File: src/rtl/adma_pkg.sv
// Shared types and default widths for the per-channel descriptor queue.
// No logic; widths here set the layout of adma_desc_t.
// The 2D fields (ylen, strides) are only stored when ADMA_DESC_QUEUE_2D_EN is defined.
package adma_pkg;

    localparam int ADMA_DESC_DEPTH = 4;
    localparam int ADMA_LENGTH_W   = 16;
    localparam int ADMA_SRC_ADDR_W = 32;
    localparam int ADMA_DST_ADDR_W = 32;
    localparam int ADMA_XFER_ID_W  = $clog2(ADMA_DESC_DEPTH);

    typedef struct packed {
        logic [ADMA_SRC_ADDR_W-1:0] src;
        logic [ADMA_DST_ADDR_W-1:0] dst;
        logic [ADMA_LENGTH_W-1:0]   xlen;
        logic [ADMA_LENGTH_W-1:0]   ylen;
        logic [ADMA_LENGTH_W-1:0]   src_strd;
        logic [ADMA_LENGTH_W-1:0]   dst_strd;
    } adma_desc_t;

endpackage

File: src/rtl/adma_desc_queue_if.sv
// Descriptor write (from CSR) and read (to transfer engine) channels.
// Pure wiring, no latency.
// Valid/ready on both channels; slave is the queue, master is the CSR/engine side.
interface adma_desc_queue_if #(
    parameter int DMA_LENGTH_W  = 16,
    parameter int SRC_ADDR_W    = 32,
    parameter int DST_ADDR_W    = 32,
    parameter int DMA_XFER_ID_W = 2
);
    logic                     desc_wr_vld_i;
    logic                     desc_wr_rdy_o;
    logic [SRC_ADDR_W-1:0]    desc_src_addr_i;
    logic [DST_ADDR_W-1:0]    desc_dst_addr_i;
    logic [DMA_LENGTH_W-1:0]  desc_xfer_xlen_i;
    logic [DMA_LENGTH_W-1:0]  desc_xfer_ylen_i;
    logic [DMA_LENGTH_W-1:0]  desc_src_strd_i;
    logic [DMA_LENGTH_W-1:0]  desc_dst_strd_i;

    logic                     desc_rd_vld_o;
    logic                     desc_rd_rdy_i;
    logic [DMA_XFER_ID_W-1:0] desc_rd_id_o;
    logic [SRC_ADDR_W-1:0]    desc_src_addr_o;
    logic [DST_ADDR_W-1:0]    desc_dst_addr_o;
    logic [DMA_LENGTH_W-1:0]  desc_xfer_xlen_o;
    logic [DMA_LENGTH_W-1:0]  desc_xfer_ylen_o;
    logic [DMA_LENGTH_W-1:0]  desc_src_strd_o;
    logic [DMA_LENGTH_W-1:0]  desc_dst_strd_o;

    modport slave (
        input  desc_wr_vld_i, desc_src_addr_i, desc_dst_addr_i, desc_xfer_xlen_i,
               desc_xfer_ylen_i, desc_src_strd_i, desc_dst_strd_i, desc_rd_rdy_i,
        output desc_wr_rdy_o, desc_rd_vld_o, desc_rd_id_o, desc_src_addr_o, desc_dst_addr_o,
               desc_xfer_xlen_o, desc_xfer_ylen_o, desc_src_strd_o, desc_dst_strd_o
    );

    modport master (
        output desc_wr_vld_i, desc_src_addr_i, desc_dst_addr_i, desc_xfer_xlen_i,
               desc_xfer_ylen_i, desc_src_strd_i, desc_dst_strd_i, desc_rd_rdy_i,
        input  desc_wr_rdy_o, desc_rd_vld_o, desc_rd_id_o, desc_src_addr_o, desc_dst_addr_o,
               desc_xfer_xlen_o, desc_xfer_ylen_o, desc_src_strd_o, desc_dst_strd_o
    );
endinterface

File: src/rtl/adma_desc_fifo.sv
// Slot array plus wrap-bit pointers; slot index doubles as the transfer ID.
// Write visible at the read side the cycle after it lands (first-word fall-through).
// No internal flow control: the caller never writes when full nor reads when empty.
module adma_desc_fifo
    import adma_pkg::*;
#(
    parameter int DEPTH = ADMA_DESC_DEPTH,
    parameter int ID_W  = $clog2(DEPTH)
) (
    input  logic            clk,
    input  logic            rst_n,
    input  logic            wr_en,
    input  adma_desc_t      wr_desc,
    input  logic            rd_en,
    output adma_desc_t      rd_desc,
    output logic [ID_W-1:0] wr_id,
    output logic [ID_W-1:0] rd_id,
    output logic            empty
);
    logic [ID_W:0] wr_ptr;
    logic [ID_W:0] rd_ptr;

    logic [ADMA_SRC_ADDR_W-1:0] src_mem  [DEPTH];
    logic [ADMA_DST_ADDR_W-1:0] dst_mem  [DEPTH];
    logic [ADMA_LENGTH_W-1:0]   xlen_mem [DEPTH];
`ifdef ADMA_DESC_QUEUE_2D_EN
    logic [ADMA_LENGTH_W-1:0]   ylen_mem [DEPTH];
    logic [ADMA_LENGTH_W-1:0]   sstr_mem [DEPTH];
    logic [ADMA_LENGTH_W-1:0]   dstr_mem [DEPTH];
`else
    logic unused_2d;
    assign unused_2d = ^{wr_desc.ylen, wr_desc.src_strd, wr_desc.dst_strd};
`endif

    assign wr_id = wr_ptr[ID_W-1:0];
    assign rd_id = rd_ptr[ID_W-1:0];
    assign empty = (wr_ptr == rd_ptr);

    // Pointer advance; the extra wrap bit separates full from empty.
    always_ff @(posedge clk or negedge rst_n) begin
        if (!rst_n) begin
            wr_ptr <= '0;
            rd_ptr <= '0;
        end else begin
            if (wr_en) wr_ptr <= wr_ptr + (ID_W+1)'(1);
            if (rd_en) rd_ptr <= rd_ptr + (ID_W+1)'(1);
        end
    end

    // Slot storage; contents are never read while stale, so no reset needed.
    always_ff @(posedge clk) begin
        if (wr_en) begin
            src_mem[wr_id]  <= wr_desc.src;
            dst_mem[wr_id]  <= wr_desc.dst;
            xlen_mem[wr_id] <= wr_desc.xlen;
`ifdef ADMA_DESC_QUEUE_2D_EN
            ylen_mem[wr_id] <= wr_desc.ylen;
            sstr_mem[wr_id] <= wr_desc.src_strd;
            dstr_mem[wr_id] <= wr_desc.dst_strd;
`endif
        end
    end

    // Head slot, forced to zero when empty so outputs are clean after reset.
    always_comb begin
        rd_desc = '0;
`ifndef ADMA_DESC_QUEUE_2D_EN
        rd_desc.ylen = ADMA_LENGTH_W'(1);
`endif
        if (!empty) begin
            rd_desc.src  = src_mem[rd_id];
            rd_desc.dst  = dst_mem[rd_id];
            rd_desc.xlen = xlen_mem[rd_id];
`ifdef ADMA_DESC_QUEUE_2D_EN
            rd_desc.ylen     = ylen_mem[rd_id];
            rd_desc.src_strd = sstr_mem[rd_id];
            rd_desc.dst_strd = dstr_mem[rd_id];
`endif
        end
    end
endmodule

File: src/rtl/adma_desc_queue.sv
// Per-channel descriptor queue: buffers CSR descriptors, issues one at a time, tracks the active transfer.
// Accept-to-offer 1 cycle; status, done bitmap and irq pulses register on the handshake edge.
// wr_rdy drops when DEPTH slots are queued or active; issue holds while a transfer is active or chn_en_i is low. 2D fields: ADMA_DESC_QUEUE_2D_EN.
module adma_desc_queue
    import adma_pkg::*;
#(
    parameter int DMA_DESC_DEPTH = ADMA_DESC_DEPTH,
    parameter int DMA_LENGTH_W   = ADMA_LENGTH_W,
    parameter int SRC_ADDR_W     = ADMA_SRC_ADDR_W,
    parameter int DST_ADDR_W     = ADMA_DST_ADDR_W,
    localparam int DMA_XFER_ID_W = $clog2(DMA_DESC_DEPTH)
) (
    input  logic                      aclk,
    input  logic                      aresetn,
    input  logic                      chn_en_i,
    input  logic                      irq_msk_com_i,
    input  logic                      irq_msk_qed_i,
    adma_desc_queue_if.slave          desc_if,
    input  logic                      xfer_beat_i,
    input  logic                      xfer_cmpl_i,
    output logic [DMA_XFER_ID_W-1:0]  xfer_id_o,
    output logic [DMA_DESC_DEPTH-1:0] xfer_done_o,
    output logic [DMA_XFER_ID_W-1:0]  active_xfer_id_o,
    output logic [DMA_LENGTH_W-1:0]   active_xfer_len_o,
    output logic                      irq_com_o,
    output logic                      irq_qed_o
);
    localparam logic [DMA_XFER_ID_W:0] OCC_FULL = (DMA_XFER_ID_W+1)'(DMA_DESC_DEPTH);

    logic [DMA_XFER_ID_W:0]   occ;
    logic                     active_vld;
    logic                     fifo_empty;
    logic [DMA_XFER_ID_W-1:0] wr_id;
    logic [DMA_XFER_ID_W-1:0] rd_id;
    adma_desc_t               wr_desc;
    adma_desc_t               rd_desc;
    logic                     wr_fire;
    logic                     rd_fire;
    logic                     cmpl_fire;

    assign desc_if.desc_wr_rdy_o = (occ != OCC_FULL);
    assign desc_if.desc_rd_vld_o = chn_en_i && !fifo_empty && !active_vld;

    assign wr_fire   = desc_if.desc_wr_vld_i && desc_if.desc_wr_rdy_o;
    assign rd_fire   = desc_if.desc_rd_vld_o && desc_if.desc_rd_rdy_i;
    assign cmpl_fire = xfer_cmpl_i && active_vld;

    // Pack the incoming descriptor fields into one slot word.
    always_comb begin
        wr_desc          = '0;
        wr_desc.src      = desc_if.desc_src_addr_i;
        wr_desc.dst      = desc_if.desc_dst_addr_i;
        wr_desc.xlen     = desc_if.desc_xfer_xlen_i;
        wr_desc.ylen     = desc_if.desc_xfer_ylen_i;
        wr_desc.src_strd = desc_if.desc_src_strd_i;
        wr_desc.dst_strd = desc_if.desc_dst_strd_i;
    end

    adma_desc_fifo #(
        .DEPTH (DMA_DESC_DEPTH),
        .ID_W  (DMA_XFER_ID_W)
    ) u_fifo (
        .clk     (aclk),
        .rst_n   (aresetn),
        .wr_en   (wr_fire),
        .wr_desc (wr_desc),
        .rd_en   (rd_fire),
        .rd_desc (rd_desc),
        .wr_id   (wr_id),
        .rd_id   (rd_id),
        .empty   (fifo_empty)
    );

    assign desc_if.desc_rd_id_o     = rd_id;
    assign desc_if.desc_src_addr_o  = rd_desc.src;
    assign desc_if.desc_dst_addr_o  = rd_desc.dst;
    assign desc_if.desc_xfer_xlen_o = rd_desc.xlen;
    assign desc_if.desc_xfer_ylen_o = rd_desc.ylen;
    assign desc_if.desc_src_strd_o  = rd_desc.src_strd;
    assign desc_if.desc_dst_strd_o  = rd_desc.dst_strd;
    assign xfer_id_o                = wr_id;

    // Occupancy counts queued plus active slots, so a slot is freed only on completion.
    always_ff @(posedge aclk or negedge aresetn) begin
        if (!aresetn)                  occ <= '0;
        else if (wr_fire && !cmpl_fire) occ <= occ + (DMA_XFER_ID_W+1)'(1);
        else if (!wr_fire && cmpl_fire) occ <= occ - (DMA_XFER_ID_W+1)'(1);
    end

    // Active transfer tracking; issue and completion are mutually exclusive by construction.
    always_ff @(posedge aclk or negedge aresetn) begin
        if (!aresetn) begin
            active_vld        <= 1'b0;
            active_xfer_id_o  <= '0;
            active_xfer_len_o <= '0;
        end else if (rd_fire) begin
            active_vld        <= 1'b1;
            active_xfer_id_o  <= rd_id;
            active_xfer_len_o <= rd_desc.xlen;
        end else begin
            if (xfer_beat_i && active_vld && active_xfer_len_o != '0)
                active_xfer_len_o <= active_xfer_len_o - DMA_LENGTH_W'(1);
            if (cmpl_fire)
                active_vld <= 1'b0;
        end
    end

    // Done bitmap: cleared on refill, set on completion; the two never hit the same slot.
    always_ff @(posedge aclk or negedge aresetn) begin
        if (!aresetn) begin
            xfer_done_o <= '0;
        end else begin
            if (wr_fire)   xfer_done_o[wr_id]            <= 1'b0;
            if (cmpl_fire) xfer_done_o[active_xfer_id_o] <= 1'b1;
        end
    end

    // Registered one-cycle interrupt pulses.
    always_ff @(posedge aclk or negedge aresetn) begin
        if (!aresetn) begin
            irq_qed_o <= 1'b0;
            irq_com_o <= 1'b0;
        end else begin
            irq_qed_o <= wr_fire && irq_msk_qed_i;
            irq_com_o <= cmpl_fire && irq_msk_com_i;
        end
    end
endmodule

File: src/flat_wrapper.sv
// flat-port wrapper written by rule: the top's interface ports become plain ports
module adma_desc_queue_flat import adma_pkg::*;
#(
    parameter int DMA_DESC_DEPTH = ADMA_DESC_DEPTH,
    parameter int DMA_LENGTH_W   = ADMA_LENGTH_W,
    parameter int SRC_ADDR_W     = ADMA_SRC_ADDR_W,
    parameter int DST_ADDR_W     = ADMA_DST_ADDR_W,
    localparam int DMA_XFER_ID_W = $clog2(DMA_DESC_DEPTH)
)
  (aclk, aresetn, chn_en_i, irq_msk_com_i, irq_msk_qed_i, xfer_beat_i, xfer_cmpl_i, xfer_id_o, xfer_done_o, active_xfer_id_o, active_xfer_len_o, irq_com_o, irq_qed_o, desc_if_desc_wr_vld_i, desc_if_desc_src_addr_i, desc_if_desc_dst_addr_i, desc_if_desc_xfer_xlen_i, desc_if_desc_xfer_ylen_i, desc_if_desc_src_strd_i, desc_if_desc_dst_strd_i, desc_if_desc_rd_rdy_i, desc_if_desc_wr_rdy_o, desc_if_desc_rd_vld_o, desc_if_desc_rd_id_o, desc_if_desc_src_addr_o, desc_if_desc_dst_addr_o, desc_if_desc_xfer_xlen_o, desc_if_desc_xfer_ylen_o, desc_if_desc_src_strd_o, desc_if_desc_dst_strd_o);
  adma_desc_queue_if #(.DMA_LENGTH_W(DMA_LENGTH_W), .SRC_ADDR_W(SRC_ADDR_W), .DST_ADDR_W(DST_ADDR_W), .DMA_XFER_ID_W(2)) desc_if_i ();
  input  logic aclk;
  input  logic aresetn;
  input  logic chn_en_i;
  input  logic irq_msk_com_i;
  input  logic irq_msk_qed_i;
  input  logic xfer_beat_i;
  input  logic xfer_cmpl_i;
  output logic [DMA_XFER_ID_W-1:0] xfer_id_o;
  output logic [DMA_DESC_DEPTH-1:0] xfer_done_o;
  output logic [DMA_XFER_ID_W-1:0] active_xfer_id_o;
  output logic [DMA_LENGTH_W-1:0] active_xfer_len_o;
  output logic irq_com_o;
  output logic irq_qed_o;
  input wire logic [$bits(desc_if_i.desc_wr_vld_i)-1:0] desc_if_desc_wr_vld_i;
  input wire logic [$bits(desc_if_i.desc_src_addr_i)-1:0] desc_if_desc_src_addr_i;
  input wire logic [$bits(desc_if_i.desc_dst_addr_i)-1:0] desc_if_desc_dst_addr_i;
  input wire logic [$bits(desc_if_i.desc_xfer_xlen_i)-1:0] desc_if_desc_xfer_xlen_i;
  input wire logic [$bits(desc_if_i.desc_xfer_ylen_i)-1:0] desc_if_desc_xfer_ylen_i;
  input wire logic [$bits(desc_if_i.desc_src_strd_i)-1:0] desc_if_desc_src_strd_i;
  input wire logic [$bits(desc_if_i.desc_dst_strd_i)-1:0] desc_if_desc_dst_strd_i;
  input wire logic [$bits(desc_if_i.desc_rd_rdy_i)-1:0] desc_if_desc_rd_rdy_i;
  output wire logic [$bits(desc_if_i.desc_wr_rdy_o)-1:0] desc_if_desc_wr_rdy_o;
  output wire logic [$bits(desc_if_i.desc_rd_vld_o)-1:0] desc_if_desc_rd_vld_o;
  output wire logic [$bits(desc_if_i.desc_rd_id_o)-1:0] desc_if_desc_rd_id_o;
  output wire logic [$bits(desc_if_i.desc_src_addr_o)-1:0] desc_if_desc_src_addr_o;
  output wire logic [$bits(desc_if_i.desc_dst_addr_o)-1:0] desc_if_desc_dst_addr_o;
  output wire logic [$bits(desc_if_i.desc_xfer_xlen_o)-1:0] desc_if_desc_xfer_xlen_o;
  output wire logic [$bits(desc_if_i.desc_xfer_ylen_o)-1:0] desc_if_desc_xfer_ylen_o;
  output wire logic [$bits(desc_if_i.desc_src_strd_o)-1:0] desc_if_desc_src_strd_o;
  output wire logic [$bits(desc_if_i.desc_dst_strd_o)-1:0] desc_if_desc_dst_strd_o;
  assign desc_if_i.desc_wr_vld_i = desc_if_desc_wr_vld_i;
  assign desc_if_i.desc_src_addr_i = desc_if_desc_src_addr_i;
  assign desc_if_i.desc_dst_addr_i = desc_if_desc_dst_addr_i;
  assign desc_if_i.desc_xfer_xlen_i = desc_if_desc_xfer_xlen_i;
  assign desc_if_i.desc_xfer_ylen_i = desc_if_desc_xfer_ylen_i;
  assign desc_if_i.desc_src_strd_i = desc_if_desc_src_strd_i;
  assign desc_if_i.desc_dst_strd_i = desc_if_desc_dst_strd_i;
  assign desc_if_i.desc_rd_rdy_i = desc_if_desc_rd_rdy_i;
  assign desc_if_desc_wr_rdy_o = desc_if_i.desc_wr_rdy_o;
  assign desc_if_desc_rd_vld_o = desc_if_i.desc_rd_vld_o;
  assign desc_if_desc_rd_id_o = desc_if_i.desc_rd_id_o;
  assign desc_if_desc_src_addr_o = desc_if_i.desc_src_addr_o;
  assign desc_if_desc_dst_addr_o = desc_if_i.desc_dst_addr_o;
  assign desc_if_desc_xfer_xlen_o = desc_if_i.desc_xfer_xlen_o;
  assign desc_if_desc_xfer_ylen_o = desc_if_i.desc_xfer_ylen_o;
  assign desc_if_desc_src_strd_o = desc_if_i.desc_src_strd_o;
  assign desc_if_desc_dst_strd_o = desc_if_i.desc_dst_strd_o;
  adma_desc_queue #(.DMA_DESC_DEPTH(DMA_DESC_DEPTH), .DMA_LENGTH_W(DMA_LENGTH_W), .SRC_ADDR_W(SRC_ADDR_W), .DST_ADDR_W(DST_ADDR_W)) u_core (.aclk(aclk), .aresetn(aresetn), .chn_en_i(chn_en_i), .irq_msk_com_i(irq_msk_com_i), .irq_msk_qed_i(irq_msk_qed_i), .desc_if(desc_if_i), .xfer_beat_i(xfer_beat_i), .xfer_cmpl_i(xfer_cmpl_i), .xfer_id_o(xfer_id_o), .xfer_done_o(xfer_done_o), .active_xfer_id_o(active_xfer_id_o), .active_xfer_len_o(active_xfer_len_o), .irq_com_o(irq_com_o), .irq_qed_o(irq_qed_o));
endmodule
File: config.mk
export PLATFORM = sky130hd
export DESIGN_NAME = adma_desc_queue_flat
export DESIGN_NICKNAME = d
export VERILOG_FILES = /design/src/rtl/adma_pkg.sv /design/src/rtl/adma_desc_queue_if.sv /design/src/rtl/adma_desc_fifo.sv /design/src/rtl/adma_desc_queue.sv /design/src/flat_wrapper.sv
export SDC_FILE = /design/constraint.sdc
export NUM_CORES = 1
export LEC_CHECK = 0
export CAP_MARGIN = 5
export CORE_MARGIN = 3
export CORE_UTILIZATION = 45
export DETAILED_ROUTE_END_ITERATION = 10
export PLACE_DENSITY = 0.71
export SLEW_MARGIN = 20
export SYNTH_ARGS = -nofsm -noshare
export SYNTH_HDL_FRONTEND = slang
export SYNTH_HIERARCHICAL = 1
export SYNTH_SLANG_ARGS = --single-unit
File: constraint.sdc
create_clock -name aclk -period 4.54 [get_ports aclk]
set_clock_uncertainty 0.15 [all_clocks]
set_input_delay 0.908 -clock aclk [delete_from_list [all_inputs] [get_ports aclk]]
set_output_delay 0.908 -clock aclk [all_outputs]
set_load 0.05 [all_outputs]
==> reports/results.txt <==
Status - completed
Mapped Area - 14,800 um^2
Gr ovfl total - 0
Reg clk slew, reported paths - 0.06 ns
Setup WS post-layout - 0.490 ns
Pre-CTS setup slack - 1.00 ns
Hpwl dp - 18,000 um
Pre-antenna DRT Iters - 4
Final period utilization - 89.2%
Area of the multi-input gates - 3690 um^2
Hold_sp - u_core/occ[2]
FF-to-FF Start - u_core/u_fifo/wr_ptr[0]
Top post-synthesis cells by area - edfxtp_1 65%, mux4_2 12%, dfrtp_1 5.8%
Crit. End Element - output pin
Fillers - 2,418
Most Crowded Layer GR - met2
Initial Util - 46.2%
# DRC - 0
Synth Instances - 756
Hold Buf Count CTS - 0
Yosys top cell area share - 65.0%
Die area - 35,000 um^2
CTS root buf - clkbuf_16
Post-CTS Setup Bufs - 0
Area growth syn-to-layout - 22.4%
CP startpoint kind - register
Synthesized flop and latch total - 354
H-Tree Depth - 2
Global routing usage on met1 - 23.1%
Clk sinks - 354
Core ar. - 32,000 um^2
Largest net degree at the start of global routing - 61
Final setup viols - 0
Setup TNS - 0 ns
Initial antenna violation count - 3
Cell variety after synth - 50
First-pass GRT wire length - 47,200 um
Resize count post-CTS - 0
Total GRT Usage - 17.3%
Vias/cell - 5.37
RSZ-0062 raised after global routing - false
Drt wl/cell - 21.4 um
Max-cap violations - 0
Clk_lat worst skew - 0.50 ns
Relative slew slack - 40.5%
Met3 Usage GRT - 4.80%
Min Tclk post-route - 4.05 ns
Chip width - 187 um
Ys async rst share - 9.60%
Met2 Use GR - 28.4%
Critical Path RT - 3.48 ns
Seq/Total Area, Yosys - 70.8%
Layout cell share with drive strength beyond 1 - 17.2%
Max Root-Sink Buffers - 3
FMAX - 0.247 GHz
Via count - 7,632
Crit Path Class - register to output pin
Most used DFF post-synth - edfxtp_1
Detailed-route wire length - 30,400 um
Final hold vios - 0
IO Count - 295
Area leader, netlist - edfxtp_1
Worst Max-Slew Pin Slew - 0.890 ns
Die Span Y - 187 um
Row count - 65
Crit. Startpoint - u_core/u_fifo/rd_ptr[1]
Critical path arrival - 2.99 ns
Pins Over Slew Limit - 0
Antenna viol nets, final - 0
Hold WS - 0.318 ns
Reg area - 10,500 um^2
Crit Path Max Fanout - 60
Mean Syn Cell Area - 19.5 um^2
Number of global-route vias before repair - 8,087
Buffers on Ports - 198
Number of synthesized flops with an enable pin - 320
CTS tree - done
Internal reg-to-reg setup slack - 1.60 ns
Syn. warnings - 6
Fin nets - 1,105
Initial DRC Count - 494
CTS Buf Count - 38
Gpl congestion - 0.838
Hold Path Class - register to register
metal layers:
metal | vias up | part of all wire (%) | wire, um
met5 | - | 0.076 | 23
met4 | 4 | 1.7 | 523
met3 | 46 | 8.2 | 2490
met2 | 306 | 48 | 14700
met1 | 3884 | 42 | 12700
li1 | 3392 | - | -
final timing paths:
| check | endpoint | cells after the start |
|---|---|---|
| worst max-delay path | desc_if_desc_xfer_xlen_o[1] | 4 |
| worst min-delay path | u_core/occ[2] | 1 |
| worst max register to register | u_core/active_xfer_len_o[15] | 8 |
| worst min register to register | u_core/occ[2] | 1 |
| max in group asynchronous | u_core/xfer_done_o[0] | 2 |
| min in group asynchronous | u_core/active_xfer_len_o[0] | 1 |
stage by stage:
stage               instances  area, um^2  util, %
floorplan                 802       14900        -
global placement         1355       17000     53.1
detailed placement       1355       17000     53.1
CTS                      1421       18100     56.6
global route             1422       18100     56.6
finish                   1422       18100     56.6
cells in the mapped netlist, types with 2 or more instances:
| cell type | instances |
|---|---|
| o21ai_0 | 17 |
| a21oi_1 | 2 |
| mux2_2 | 3 |
| nor3b_1 | 2 |
| nor4_1 | 2 |
| and3_1 | 2 |
| nand4_1 | 4 |
| xnor2_1 | 5 |
| nor2_1 | 5 |
| and2_1 | 6 |
| dfrtp_1 | 34 |
| mux4_2 | 80 |
| edfxtp_1 | 320 |
| nor3_1 | 3 |
| buf_4 | 54 |
| nand3_1 | 5 |
| o31ai_1 | 3 |
| xor2_1 | 14 |
| buf_2 | 19 |
| nand2_1 | 23 |
| xor2_4 | 2 |
| conb_1 | 2 |
| o31a_1 | 80 |
| ha_1 | 7 |
| buf_6 | 25 |
| o21ai_1 | 4 |
| nand4b_1 | 3 |
| inv_1 | 8 |
cell type report:
type,count,share of cell area [%]
diodes,1,0.0138
multi-input cells,340,20.4
inverters,8,0.166
clock buffers,52,5.72
well taps,435,3.01
flip-flops and latches,354,57.9
repair buffers,218,12.4
clock inverters,14,0.408
sequential cells by signal, summed over array words and instances, names as in the netlist, 2 cells and up:
name,count
u_core/u_fifo/rd_ptr,3
u_core/occ,3
u_core/active_xfer_len_o,16
u_core/u_fifo/wr_ptr,3
u_core/u_fifo/dst_mem,128
u_core/u_fifo/xlen_mem,64
u_core/u_fifo/src_mem,128
u_core/xfer_done_o,4
u_core/active_xfer_id_o,2
critical path, stage by stage (launching register included):
cell	delay, ns
dfrtp_4	0.73
buf_12	0.40
mux4_2	0.28
o31a_1	0.23
clkdlybuf4s50_1	0.84
layout by cell type, fill, tap and decap left out, types with 3 or more instances in the layout:
| master | netlist | routed |
|---|---|---|
| edfxtp_1 | 320 | 320 |
| clkdlybuf4s50_1 | 0 | 198 |
| mux4_2 | 80 | 80 |
| o31a_1 | 80 | 80 |
| conb_1 | 2 | 48 |
| clkbuf_16 | 0 | 39 |
| dfrtp_1 | 34 | 32 |
| nand2_1 | 23 | 23 |
| o21ai_0 | 17 | 17 |
| xor2_1 | 14 | 14 |
| clkbuf_1 | 1 | 12 |
| buf_4 | 54 | 11 |
| buf_12 | 0 | 9 |
| inv_1 | 8 | 8 |
| ha_1 | 7 | 7 |
| clkinv_1 | 0 | 6 |
| nand3_1 | 5 | 5 |
| nor2_1 | 5 | 5 |
| xnor2_1 | 5 | 5 |
| clkinv_2 | 0 | 4 |
| nand4_1 | 4 | 4 |
| o21ai_1 | 4 | 4 |
| and2_4 | 0 | 4 |
| clkinvlp_4 | 0 | 3 |
| o31ai_1 | 3 | 3 |
| nand4b_1 | 3 | 3 |
| nor3_1 | 3 | 3 |
| mux2_2 | 3 | 3 |
| xor2_4 | 2 | 3 |
cell families after synthesis:
family / Yosys count / share of synthesized area, %
other: 2 / 0.0508
AO/OA/AOI/OAI: 111 / 5.99
adder cells (fa/ha/maj): 8 / 0.728
AND/OR/NAND/NOR: 67 / 2.77
XOR/XNOR: 22 / 1.61
multiplexers: 84 / 12.5
buffers and inverters: 108 / 5.56
flip-flops: 354 / 70.8
Power is left out: the tool's default activity adds up to more than one toggle a clock period on the data nets, which glitch-free logic cannot reach.
